<file path="config.mk">
export PLATFORM = sky130hd
export DESIGN_NAME = vga_frame_monitor
export DESIGN_NICKNAME = d
export VERILOG_FILES = /design/src/rtl/vga_frame_monitor.sv
export SDC_FILE = /design/constraint.sdc
export NUM_CORES = 1
export LEC_CHECK = 0
export CAP_MARGIN = 20
export CORE_UTILIZATION = 45
export CTS_BUF_LIST = sky130_fd_sc_hd__clkbuf_2 sky130_fd_sc_hd__clkbuf_4 sky130_fd_sc_hd__clkbuf_8
export DETAILED_ROUTE_END_ITERATION = 10
export PLACE_DENSITY_LB_ADDON = 0.08
export SYNTH_ARGS = -nofsm -noshare
export SYNTH_HDL_FRONTEND = slang
export SYNTH_SLANG_ARGS = --single-unit
</file>
<file path="constraint.sdc">
create_clock -name clk_vga -period 3.3 [get_ports clk_vga]
set_input_delay 0.33 -clock clk_vga [delete_from_list [all_inputs] [get_ports clk_vga]]
set_output_delay 0.33 -clock clk_vga [all_outputs]
set_load 0.02 [all_outputs]
</file>
<file path="src/rtl/vga_frame_monitor.sv">
// rtl/vga_frame_monitor.sv - VGA sync/colour monitor: line/frame timing and per-frame active-picture CRC
// CRC logic is present only when VGA_MON_CRC_EN is defined; otherwise frame_crc is tied to 0.
module vga_frame_monitor #(
  parameter int CW       = 3,
  parameter int SYNC_POL = 0,
  parameter int H_START  = 144,
  parameter int H_ACTIVE = 640,
  parameter int V_START  = 35,
  parameter int V_ACTIVE = 480
) (
  input  logic          clk_vga,
  input  logic          reset_n,
  input  logic          clear,
  input  logic          vga_hsync,
  input  logic          vga_vsync,
  input  logic [CW-1:0] vga_r,
  input  logic [CW-1:0] vga_g,
  input  logic [CW-1:0] vga_b,
  output logic [10:0]   line_len,
  output logic [9:0]    frame_lines,
  output logic [15:0]   frame_crc,
  output logic [15:0]   frame_count,
  output logic          frame_done,
  output logic          locked,
  output logic          err_line
);

  localparam logic SPOL = SYNC_POL[0];

  typedef enum logic {SEEK, LOCK} state_t;
  state_t state, state_nx;

  logic        s_hs, s_vs, p_hs, p_vs;
  logic        hs_edge, vs_edge, frame_end, skip_chk;
  logic [10:0] hcount, len_nx;
  logic [9:0]  vcount;

  assign hs_edge = (s_hs == SPOL) && (p_hs != SPOL);
  assign vs_edge = (s_vs == SPOL) && (p_vs != SPOL);
  assign len_nx  = (hcount == 11'h7FF) ? 11'h7FF : hcount + 11'd1;
  assign locked  = (state == LOCK);

  always_ff @(posedge clk_vga or negedge reset_n) begin
    if (!reset_n) state <= SEEK;
    else          state <= state_nx;
  end

  always_comb begin
    state_nx  = state;
    frame_end = 1'b0;
    case (state)
      SEEK: if (vs_edge) state_nx = LOCK;
      LOCK: frame_end = vs_edge;
      default: state_nx = SEEK;
    endcase
  end

  always_ff @(posedge clk_vga or negedge reset_n) begin
    if (!reset_n) begin
      s_hs        <= ~SPOL;
      s_vs        <= ~SPOL;
      p_hs        <= ~SPOL;
      p_vs        <= ~SPOL;
      hcount      <= '0;
      vcount      <= '0;
      line_len    <= '0;
      frame_lines <= '0;
      frame_count <= '0;
      frame_done  <= 1'b0;
      err_line    <= 1'b0;
      skip_chk    <= 1'b1;
    end else begin
      s_hs <= vga_hsync;
      s_vs <= vga_vsync;
      p_hs <= s_hs;
      p_vs <= s_vs;

      if (hs_edge) begin
        hcount   <= '0;
        line_len <= len_nx;
      end else if (hcount != 11'h7FF) begin
        hcount <= hcount + 11'd1;
      end

      if (vs_edge)      vcount <= '0;
      else if (hs_edge) vcount <= vcount + 10'd1;

      frame_done <= frame_end;
      if (frame_end) frame_lines <= vcount + {9'd0, hs_edge};

      if (clear)          frame_count <= '0;
      else if (frame_end) frame_count <= frame_count + 16'd1;

      // The line after a vsync edge may be partial, so its length is never compared.
      if (vs_edge)      skip_chk <= 1'b1;
      else if (hs_edge) skip_chk <= 1'b0;

      if (clear)
        err_line <= 1'b0;
      else if (locked && hs_edge && !skip_chk && (len_nx != line_len))
        err_line <= 1'b1;
    end
  end

`ifdef VGA_MON_CRC_EN
  localparam logic [11:0] H_LO = 12'(H_START);
  localparam logic [11:0] H_HI = 12'(H_START + H_ACTIVE);
  localparam logic [10:0] V_LO = 11'(V_START);
  localparam logic [10:0] V_HI = 11'(V_START + V_ACTIVE);

  logic [3*CW-1:0] s_rgb;
  logic [15:0]     crc;
  logic            pix_active;

  assign pix_active = ({1'b0, hcount} >= H_LO) && ({1'b0, hcount} < H_HI) &&
                      ({1'b0, vcount} >= V_LO) && ({1'b0, vcount} < V_HI);

  function automatic logic [15:0] crc_step(input logic [15:0] c, input logic [3*CW-1:0] d);
    logic [15:0] r;
    r = c;
    for (int i = 3*CW-1; i >= 0; i--)
      r = {r[14:0], 1'b0} ^ ((r[15] ^ d[i]) ? 16'h1021 : 16'h0000);
    return r;
  endfunction

  always_ff @(posedge clk_vga or negedge reset_n) begin
    if (!reset_n) begin
      s_rgb     <= '0;
      crc       <= 16'hFFFF;
      frame_crc <= '0;
    end else begin
      s_rgb <= {vga_r, vga_g, vga_b};
      if (frame_end) begin
        frame_crc <= crc;
        crc       <= 16'hFFFF;
      end else if (locked && pix_active) begin
        crc <= crc_step(crc, s_rgb);
      end
    end
  end
`else
  logic unused_rgb;
  assign unused_rgb = ^{vga_r, vga_g, vga_b};
  assign frame_crc  = 16'h0000;
`endif

endmodule

</file>
==> reports/results.txt <==
Comb power frac: 0.183
Reg2reg path depth: 7
Ports: 70
Layout cells sized above 1: 0.07789
Worst R2R Setup Slack: 0.96 ns
Crit-path max FO: 7
F_max: 427.9 MHz
First-pass GRT wire length: 10880 µm
DRT Wirelength: 6420 µm
Via Count: 2498
Max-cap violation count: 0
Critical path data arrival time: 2.53 ns
Clock skew: 0.009019 ns
Initial antenna violation count: 0
Fin cells: 494
Yosys top cell area share: 0.4664
Synth area leaders: dfrtp_1, xor2_1, nand2_1
Setup Crit Path Kind: flop to flop
Worst-margin pin slew: 0.8262 ns
Synth Warn #: 0
Final Power: 1.992 mW
# DRC: 0
Cts repair resizes: 0
Antenna cells: 0
HPWL after DPL: 4415 µm
Clk sinks: 66
Largest net degree at the start of global routing: 67
Final setup TNS: 0 ns
IO Port Bufs: 44
Gr ovfl total: 0
Final Wtd Congestion: 0.8307
PD cells: 503.7 mW/mm²
#FFs+latches synth: 66
Total placed cells including tap cells: 478
H-tree Lvls: 3
TritonCTS clock tree: done
Worst vdd ir: 281.8 µV
WHS: 0.1537 ns
Post-layout net count: 412
Mapped Cells: 347
Crit path time final: 2.337 ns
Rows: 30
Worst R2R End: err_line
First-pass detailed-route iteration total: 4
Final instance area: 0.003955 mm²
Hold Buf Count CTS: 0
Hold Vio Cnt, Final: 0
Setup Viol. Count Final: 0
Worst-Skew Late Latency: 0.33 ns
Sequential area share after synthesis: 0.5065
Die area: 0.007619 mm²
Reg power frac: 0.477
Number of buffers created by CTS: 9
Element type at the critical path end: flop
Starting Density: 0.4739
Outcome: finished, final reports clean
Slew Viols, Final: 0
WP data required: 3.50 ns
Final worst path period share: 0.7082
Routed Antenna Nets: 0
Clk network pwr share: 0.339
Reg-to-Reg Start: hcount[0]
Initial DRC count: 109
Horiz. Die Dim: 87.29 µm
Post-CTS Setup Bufs: 0
Synth Area per Inst: 9.433 µm²
WL/cell: 13.00 µm
Sw Ratio: 0.2908
Via density: 5.057
Vias in the first global route: 2290
Syn-to-layout area delta: 20.83%
Clk buf depth: 2
Placed cell area: 0.003750 mm²
Largest area contributor in the synthesized netlist: dfrtp_1
Root buffer cell: clkbuf_8
Total track usage: 0.1855
Placeable Area: 0.006907 mm²
Clock transition at path regs: 0.07 ns
Psw: 579.4 µW
Leakage power: 1.727 nW
Int Power: 1.413 mW
Slew HR: 0.4492
Worst Hold Class: input pin to asynchronous set/reset pin
Synthesized area: 0.003273 mm²
Count of cell types in the netlist: 39
RSZ-0062 raised after global routing: no
Die H: 87.29 µm
Setup crit start kind: flop
## routing by layer
layer,share of wire,global-route usage,up-vias
li1,-,-,1245
met1,0.52,0.2671,1203
met2,0.44,0.2784,43
met3,0.033,0.03507,7
met4,0.010,0.06706,0
met5,0,0,-
## critical path, cell delays in order (launching register included)
cell	delay [ns]
dfrtp_1	0.47
ha_1	0.34
nand4_1	0.20
and4_4	0.25
o21a_1	0.17
a311o_1	0.27
a2111oi_2	0.38
a31oi_1	0.12
## cell type report
cell class              count  area (µm²)
clock buffers              15       200.2
fillers                   639        2952
repair buffers             49       473.0
multi-input cells         261        1476
flip-flops and latches     66        1658
clock inverters             1       5.005
well taps                  96       120.1
inverters                   6       22.52
## placed cells by master (no fill, tap or decap), drive strengths merged, types with 2 or more instances in the layout
cell and count:
dfrtp 61, nand2 46, nor2 44, clkdlybuf4s50 43
xor2 23, o21ai 20, xnor2 17, nand3 16
conb 16, nand4 15, clkbuf 15, a21oi 11
and3 7, inv 6, buf 6, nor3 5
a31oi 5, ha 5, dfstp 5, and2 4
nor4 4, nand2b 3, a211o 2, nor3b 2
or3 2, and4 2
## power groups by stage
stage | registers [mW] | clock network (mW) | logic [mW]
2_1_floorplan | 0.991 | 0 | 0.205
3_3_place_gp | 0.962 | 0 | 0.362
3_5_place_dp | 0.965 | 0 | 0.366
4_1_cts | 0.950 | 0.692 | 0.368
5_1_grt | 0.959 | 0.734 | 0.404
6_report | 0.951 | 0.676 | 0.365
## cell families (layout without fill, tap and decap cells)
group           after synthesis  after routing  synth area share
other cells                   1             16          0.001146
buf+inv                      35             71           0.05963
xor+xnor                     40             40            0.1070
fa+ha+maj                     5              5           0.01911
compound gates               47             47           0.08716
flops                        66             66            0.5065
simple gates                153            153            0.2194
## per-stage QoR
step,utilization,setup slack [ns]
global route,0.5726,0.8302
finish,0.5726,0.9630
floorplan,-,1.097
global placement,0.5429,1.009
CTS,0.5726,0.9757
detailed placement,0.5429,0.9883
## cell usage after synthesis (all sizes together)
master and instances:
nand4 15, o21bai 1, and2 4, a31o 1, o21ai 20, o211ai 1, nand4b 1, a211oi 1
or2 1, nand3 16, nand2b 3, nand2 46, a211o 2, xor2 23, xnor2 17, and4 2
o21a 1, ha 5, dfstp 5, and3 7, conb 1, clkbuf 11, nor2 44, buf 18
a311oi 1, nor4 4, a31oi 5, inv 6, or3 2, o2111ai 1, nor2b 1, dfrtp 61
nor3b 2, a2111oi 1, a311o 1, a21oi 11, nor3 5
## flip-flops by register name (all words and copies together), names as in the netlist
register     count
s_vs             1
s_hs             1
line_len        11
p_hs             1
frame_lines     10
err_line         1
locked           1
vcount          10
hcount          11
skip_chk         1
p_vs             1
frame_count     16
frame_done       1
## worst max path at each step
| stage | end | from | slack [ns] | cells past startpoint |
|---|---|---|---|---|
| final | err_line | hcount[0] | 0.96 | 7 |
| after CTS | err_line | hcount[0] | 0.98 | 7 |
| after floorplan | frame_lines[8] | p_hs | 1.10 | 10 |
| after detailed placement | err_line | hcount[0] | 0.99 | 7 |
| after global routing | err_line | hcount[0] | 0.83 | 7 |
| after global placement | err_line | hcount[0] | 1.01 | 7 |
Power figures use the tool's default switching activity.
